$ cat src/rtl/button_conditioner.sv
// button_conditioner: N-channel polarity normalise, 2-FF sync, debounce, press/long/typematic events.
// Ports: clk, rst (sync, high), btn[N] raw pins -> held, pressed, released, long_press, auto_repeat [N].
module button_conditioner #(
  parameter int N          = 4,
  parameter int ACTIVE_LOW = 1,
  parameter int DEBOUNCE   = 1000000,
  parameter int LONG       = 25000000,
  parameter int REPEAT     = 5000000,
  parameter int REPEAT_EN  = 1
) (
  input  logic         clk,
  input  logic         rst,
  input  logic [N-1:0] btn,
  output logic [N-1:0] held,
  output logic [N-1:0] pressed,
  output logic [N-1:0] released,
  output logic [N-1:0] long_press,
  output logic [N-1:0] auto_repeat
);

  localparam int DW   = $clog2(DEBOUNCE);
  localparam int HMAX = (LONG > REPEAT) ? LONG : REPEAT;
  localparam int HW   = $clog2(HMAX);

  localparam logic [DW-1:0] D_END = DW'(DEBOUNCE - 1);
  localparam logic [HW-1:0] L_END = HW'(LONG - 1);
  localparam logic [HW-1:0] R_END = HW'(REPEAT - 1);

  logic [N-1:0] a;
  logic [N-1:0] s1;
  logic [N-1:0] s2;

  assign a = (ACTIVE_LOW != 0) ? ~btn : btn;

  always_ff @(posedge clk) begin
    if (rst) begin
      s1 <= '0;
      s2 <= '0;
    end else begin
      s1 <= a;
      s2 <= s1;
    end
  end

  for (genvar i = 0; i < N; i++) begin : g_ch
    logic [DW-1:0] dcnt;
    logic [HW-1:0] hcnt;
    logic          lp_done;
    logic          h;
    logic          p;
    logic          r;
    logic          lp;
    logic          rp;
    logic          settle;
    logic          rise;
    logic          fall;

    always_comb begin
      settle = (s2[i] != h) && (dcnt == D_END);
      rise   = settle && s2[i];
      fall   = settle && !s2[i];
    end

    always_ff @(posedge clk) begin
      if (rst) begin
        dcnt    <= '0;
        hcnt    <= '0;
        lp_done <= 1'b0;
        h       <= 1'b0;
        p       <= 1'b0;
        r       <= 1'b0;
        lp      <= 1'b0;
        rp      <= 1'b0;
      end else begin
        p  <= rise;
        r  <= fall;
        lp <= 1'b0;
        rp <= rise;

        if (s2[i] == h) begin
          dcnt <= '0;
        end else if (dcnt == D_END) begin
          h    <= s2[i];
          dcnt <= '0;
        end else begin
          dcnt <= dcnt + 1'b1;
        end

        // A fall in this cycle pre-empts any long/repeat due now,
        // so released never overlaps them.
        if (!h || fall) begin
          hcnt    <= '0;
          lp_done <= 1'b0;
        end else if (!lp_done) begin
          if (hcnt == L_END) begin
            lp      <= 1'b1;
            rp      <= (REPEAT_EN != 0);
            lp_done <= 1'b1;
            hcnt    <= '0;
          end else begin
            hcnt <= hcnt + 1'b1;
          end
        end else if (REPEAT_EN != 0) begin
          // Reload each period: no wrap for arbitrarily long holds.
          if (hcnt == R_END) begin
            rp   <= 1'b1;
            hcnt <= '0;
          end else begin
            hcnt <= hcnt + 1'b1;
          end
        end
      end
    end

    assign held[i]        = h;
    assign pressed[i]     = p;
    assign released[i]    = r;
    assign long_press[i]  = lp;
    assign auto_repeat[i] = rp;
  end

endmodule

$ cat config.mk
export PLATFORM = sky130hd
export DESIGN_NAME = button_conditioner
export DESIGN_NICKNAME = d
export VERILOG_FILES = /design/src/rtl/button_conditioner.sv
export SDC_FILE = /design/constraint.sdc
export NUM_CORES = 1
export LEC_CHECK = 0
export ABC_CLOCK_PERIOD_IN_PS = 2900
export CAP_MARGIN = 20
export CORE_MARGIN = 10
export CORE_UTILIZATION = 50
export DETAILED_ROUTE_END_ITERATION = 6
export GPL_TIMING_DRIVEN = 0
export PLACE_DENSITY = 0.71
export SLEW_MARGIN = 20
export SYNTH_ARGS = -nofsm -noshare
export SYNTH_HDL_FRONTEND = slang
export SYNTH_SLANG_ARGS = --single-unit
$ cat constraint.sdc
create_clock -name clk -period 2.9 [get_ports clk]
set_clock_uncertainty 0.05 [all_clocks]
set_input_delay 0.725 -clock clk [delete_from_list [all_inputs] [get_ports clk]]
set_output_delay 0.725 -clock clk [all_outputs]
set_load 0.01 [all_outputs]
==> Yosys cells after proc, flatten, opt, wreduce, memory -nomap -nowiden <==
Cells that the tools add are included.
{ "word_totals": {"wordCells": 143, "input_bits": 6, "register_bits": 212} }
{ "classes": {"n_addsub": 8, "bitwise_logic": 5, "eq_ne": 20, "n_mux": 36, "reduce_logical": 40} }
{ "ops": {"columns": ["cell", "n"], "rows": [
  ["25-bit 2-to-1 mux", 12],
  ["25-bit by 1-bit adder with 25-bit output, second input constant", 4],
  ["25-bit by 23-bit == test with 1-bit output, second input constant", 4],
  ["25-bit == test, second input constant", 4],
  ["20-bit by 1-bit adder with 20-bit output, second input constant", 4],
  ["20-bit == test, second input constant", 4],
  ["1-bit 2-to-1 mux", 24],
  ["3-bit OR reduction", 8],
  ["1-bit logical AND", 12],
  ["1-bit logical NOT", 8],
  ["2-bit AND reduction", 4],
  ["2-bit OR reduction", 4],
  ["1-bit == test", 4],
  ["1-bit logical OR", 4],
  ["1-bit != test", 4],
  ["1-bit NOT", 4],
  ["4-bit NOT", 1]
]} }

==> Depth between registers and ports, before layout <==
{ "logic_depth": {"word_depth": 6, "mapped_depth": 7, "ltp_nobuf": 5} }

==> Worst setup path before layout <==
Ideal clock, no wire load.
{ "synth_path": {"kind": "flip-flop to flip-flop", "from": "reg g_ch[1].hcnt[12]", "to": "reg g_ch[1].hcnt[16]", "n_path_buf": 2, "setup_ps": 138, "stages_incl_launch_ff": 7, "setup_slack_ps": 564, "t_required_ps": 2712, "arrival_time_ps": 2148, "cell_sequence": "dfxtp_1 buf_6 or4b_1 or4_4 a2111oi_4 buf_6 a211oi_1"} }
{ "synth_via": {"elab_chain_cells": 3} }
{ "synth_lines": {"columns": ["item", "line", "rtl"], "rows": [
  ["start: declaration", "47", "logic [HW-1:0] hcnt;"],
  ["start signal: assignment", "101", "hcnt <= hcnt + 1'b1;"],
  ["start signal: assignment", "109", "hcnt <= hcnt + 1'b1;"],
  ["25-bit by 1-bit adder with 25-bit output (tied with other cells)", "101, 109", null],
  ["25-bit 2-to-1 mux, on equally long branches", "95, 105", null],
  ["25-bit 2-to-1 mux *", "94", "end else if (!lp_done) begin"]
]} }
Every way passes the cells marked *; elsewhere a longest branch is shown, timed or not.
A chain may end at the register's enable or synchronous reset.

==> Final worst setup path <==
{ "layout_path": {"from": "reg g_ch[0].hcnt[7]", "to": "reg g_ch[0].hcnt[7]"} }
{ "layout_via": {"elab_chain_cells": 3} }
{ "layout_lines": {"columns": ["item", "line"], "rows": [
  ["start: declaration", "47"],
  ["start signal: assignment", "101"],
  ["start signal: assignment", "109"],
  ["25-bit by 1-bit adder with 25-bit output (tied with other cells)", "101, 109"],
  ["25-bit 2-to-1 mux, on equally long branches", "95, 105"],
  ["25-bit 2-to-1 mux *", "94"]
]} }
Marks and branches as above.

==> results_dict.tcl <==
set metrics [dict create \
    status "complete, no violations" \
    synth.area.top_cells "dfxtp_1 (43%), xnor2_1 (5.6%), nor3_1 (4.1%), a211oi_1 (3.8%), or4_1 (3.8%)" \
    vias 8237 \
    synth.net_count 1122 \
    numClockSinks 212 \
    grt_use_met2 0.2499 \
    peakVddDrop_mv 0.4139 \
    holdPathStages 1 \
    first_pass_iters 5 \
    antenna_found_initial 0 \
    min_period_ns 2.764 \
    regArea_um2 4244 \
    cts.reportedPaths.clkPinSlew_ns 0.06 \
    drt_iter0_drc 500 \
    cp_num_buf_inv 1 \
    route.antenna.remaining_nets 0 \
    crit_chain "or4_1 > or4_1 > a211oi_2 > clkbuf_1 > nor3_1" \
    place_inst 1398 \
    critical_path.slowest_cell "a211oi_2" \
    ys_seq_area_frac 0.4340 \
    finalSetupViolCount 0 \
    crit_top_cell "or4_1" \
    drv_slew 0 \
    r2r_cells 5 \
    cp-end-kind "flop" \
    grt.met3_usage 0.02956 \
    critical_path_class "reg2reg" \
    switchingPower_uw 1204 \
    multiInputGateArea_um2 5072 \
    use_met1 0.2022 \
    io_pins 26 \
    syn_to_final_growth_pct 15.05 \
    grt_max_degree 13 \
    seqPwrFrac 0.473 \
    ctsLongestPathBuffers 3 \
    die_area_um2 25550 \
    antennaDiodeCount 0 \
    die_h_um 159.9 \
    clockRootBuffer "clkbuf_16" \
    port_buffers 25 \
    fmax_mhz 361.8 \
    postCtsSetupRepairBufs 0 \
    p_clk_frac 0.521 \
    hold_class "reg2reg" \
    cts_hold_buf 0 \
    finalPower_uw 6185 \
    core.rowCount 51 \
    place_hpwl_mm 13.74 \
    grt_setup_unrepaired "no" \
    hold_ws_ns 0.3856 \
    ctsResizeCount 0 \
    grt_pass1_wl_mm 34.80 \
    worst_path_dominant_cell_family "simple AND/OR/NAND/NOR gates" \
    clock_latency_ns 0.51 \
    avgSynthCellArea_um2 8.826 \
    grt_pass1_vias 7539 \
    max-slew-margin-rel 0.4507 \
    htree_num_levels 1 \
    cp.required_ns 3.23 \
    grt.busiest_layer "met2" \
    pwr-share-comb 0.006 \
    cts_tree "built" \
    core_area_um2 19330 \
    max_stage_delay_ns 0.61 \
    stdcell_count 1439 \
    cp.depth 5 \
    ys_async_sr_fraction 0 \
    nets 1173 \
    syn_area_um2 9779 \
    swShare 0.1946 \
    synth_area_leader_cell "dfxtp_1" \
    power_density_nw_per_um2 549.7 \
    cp.arrival_ns 3.09 \
    gp_congestion 0.8631 \
    routed_via_density 5.724 \
    cp_max_fo 10 \
    ys_types 54 \
    period_share 0.9531 \
    tightest_slew_ns 0.8223 \
    synth-main-ff-cell "dfxtp_1" \
    ys_ff_latch 212 \
    yosys_warnings 0 \
    dieWidth_um 159.9 \
    drc 0 \
    nFillCells 1745 \
    numCtsBuffers 24 \
    synth_top_cell_area_share 0.4340 \
    wl_per_cell_um 14.10 \
    worstSetupStartpointType "flop" \
    leakage_uw 0.003120 \
    initial_utilization 0.5058 \
    cap_violations 0 \
    routed_wl_mm 20.29 \
    hold_violations 0 \
    p_int_uw 4981 \
    synth_edf_count 0 \
    grt.total_usage 0.1531 \
    grt-ovfl-total 0 \
    post_route_cells_drive_above_1_share 0.08348 \
    syn_inst 1108 \
]
path summary, 6_finish.rpt:
check	startpoint	endpoint	slack, ns
max	g_ch[0].hcnt[7]$_SDFF_PP0_	g_ch[0].hcnt[7]$_SDFF_PP0_	0.14
min	s1[0]$_SDFF_PP0_	s2[0]$_SDFF_PP0_	0.39
max reg2reg	g_ch[0].hcnt[7]$_SDFF_PP0_	g_ch[0].hcnt[7]$_SDFF_PP0_	0.14
min reg2reg	s1[0]$_SDFF_PP0_	s2[0]$_SDFF_PP0_	0.39
area by class of cell:
type                       count  area share
inverter                      38     0.01268
sequential                   212      0.3772
clock inverter                 6    0.009342
tap                          265     0.02947
buffer                        64     0.03125
clock buffer                  35     0.06695
multi-input combinational    794      0.4508
timing repair buffer          25     0.02224
registers in the layout (all words and copies together), names as in the netlist:
signal / cells
g_ch.rp: 4
g_ch.dcnt: 80
g_ch.lp: 4
g_ch.h: 4
g_ch.r: 4
s1: 4
g_ch.p: 4
g_ch.lp_done: 4
g_ch.hcnt: 100
s2: 4
power by group through the flow:
| stage | clock [uW] | sequential [uW] | combinational, uW |
|---|---|---|---|
| 2_1_floorplan | 0 | 2990 | 19.4 |
| 3_3_place_gp | 0 | 2990 | 36.8 |
| 3_5_place_dp | 0 | 2990 | 36.7 |
| 4_1_cts | 3300 | 2920 | 37.0 |
| 5_1_grt | 3420 | 2920 | 40.8 |
| 6_report | 3220 | 2930 | 37.1 |
kinds of logic (layout without fill, tap and decap cells):
logic type | count (synthesis) | after routing | share of synthesized area
compound gates | 166 | 166 | 0.1203
flops | 212 | 212 | 0.4340
xor+xnor | 99 | 99 | 0.08866
simple gates | 521 | 521 | 0.2967
fa+ha+maj | 8 | 8 | 0.01024
buf+inv | 102 | 168 | 0.05015
Yosys cell counts (all sizes together), types with 3 or more instances:
| cell type | instances |
|---|---|
| nor3 | 81 |
| o21ai | 41 |
| o21ba | 3 |
| nand2 | 67 |
| a211oi | 51 |
| xor2 | 37 |
| xnor2 | 62 |
| nor2b | 4 |
| inv | 37 |
| nor4 | 24 |
| or4b | 3 |
| and3 | 11 |
| clkbuf | 32 |
| and4 | 16 |
| o31ai | 33 |
| or3 | 44 |
| ha | 8 |
| or4 | 51 |
| nor2 | 79 |
| dfxtp | 212 |
| buf | 32 |
| and2 | 5 |
| nand3 | 65 |
| nand4b | 5 |
| nor4b | 11 |
| a21oi | 25 |
| nand4 | 39 |
| nor3b | 5 |
| or2 | 4 |
cells in the final DEF (no fill, tap or decap), types with 5 or more instances in the layout:
| master | n |
|---|---|
| or4_1 | 50 |
| and3_1 | 11 |
| inv_1 | 37 |
| xnor2_1 | 62 |
| nand4_1 | 39 |
| or3_1 | 44 |
| nand3_1 | 65 |
| o21ai_0 | 39 |
| buf_4 | 20 |
| nand2_1 | 67 |
| xor2_1 | 37 |
| nor4_1 | 24 |
| and4_1 | 16 |
| a211oi_1 | 49 |
| nor3_1 | 80 |
| ha_1 | 8 |
| clkdlybuf4s50_1 | 25 |
| nor2_1 | 79 |
| and2_1 | 5 |
| nor3b_1 | 5 |
| dfxtp_1 | 212 |
| clkbuf_16 | 25 |
| a21oi_1 | 25 |
| nand4b_1 | 5 |
| buf_2 | 8 |
| clkbuf_8 | 9 |
| o31ai_1 | 32 |
| clkbuf_1 | 30 |
| nor4b_1 | 11 |
per-stage QoR:
stage	util	TNS, ns	setup WS, ns	instance area (um^2)
after CTS	0.5803	0	0.09211	11220
after floorplan	-	0	0.5639	9779
after detailed placement	0.5359	-3.021	-0.1270	10360
final	0.5819	0	0.1361	11250
after global placement	0.5359	-2.936	-0.1207	10360
after global routing	0.5819	0	0.007982	11250
metal layers:
metal / vias up / share of wire
li1: 4196 / -
met1: 3848 / 0.49
met2: 160 / 0.45
met3: 33 / 0.044
met4: 0 / 0.020
met5: - / 0
No activity file was read; power rests on OpenSTA's default activity.
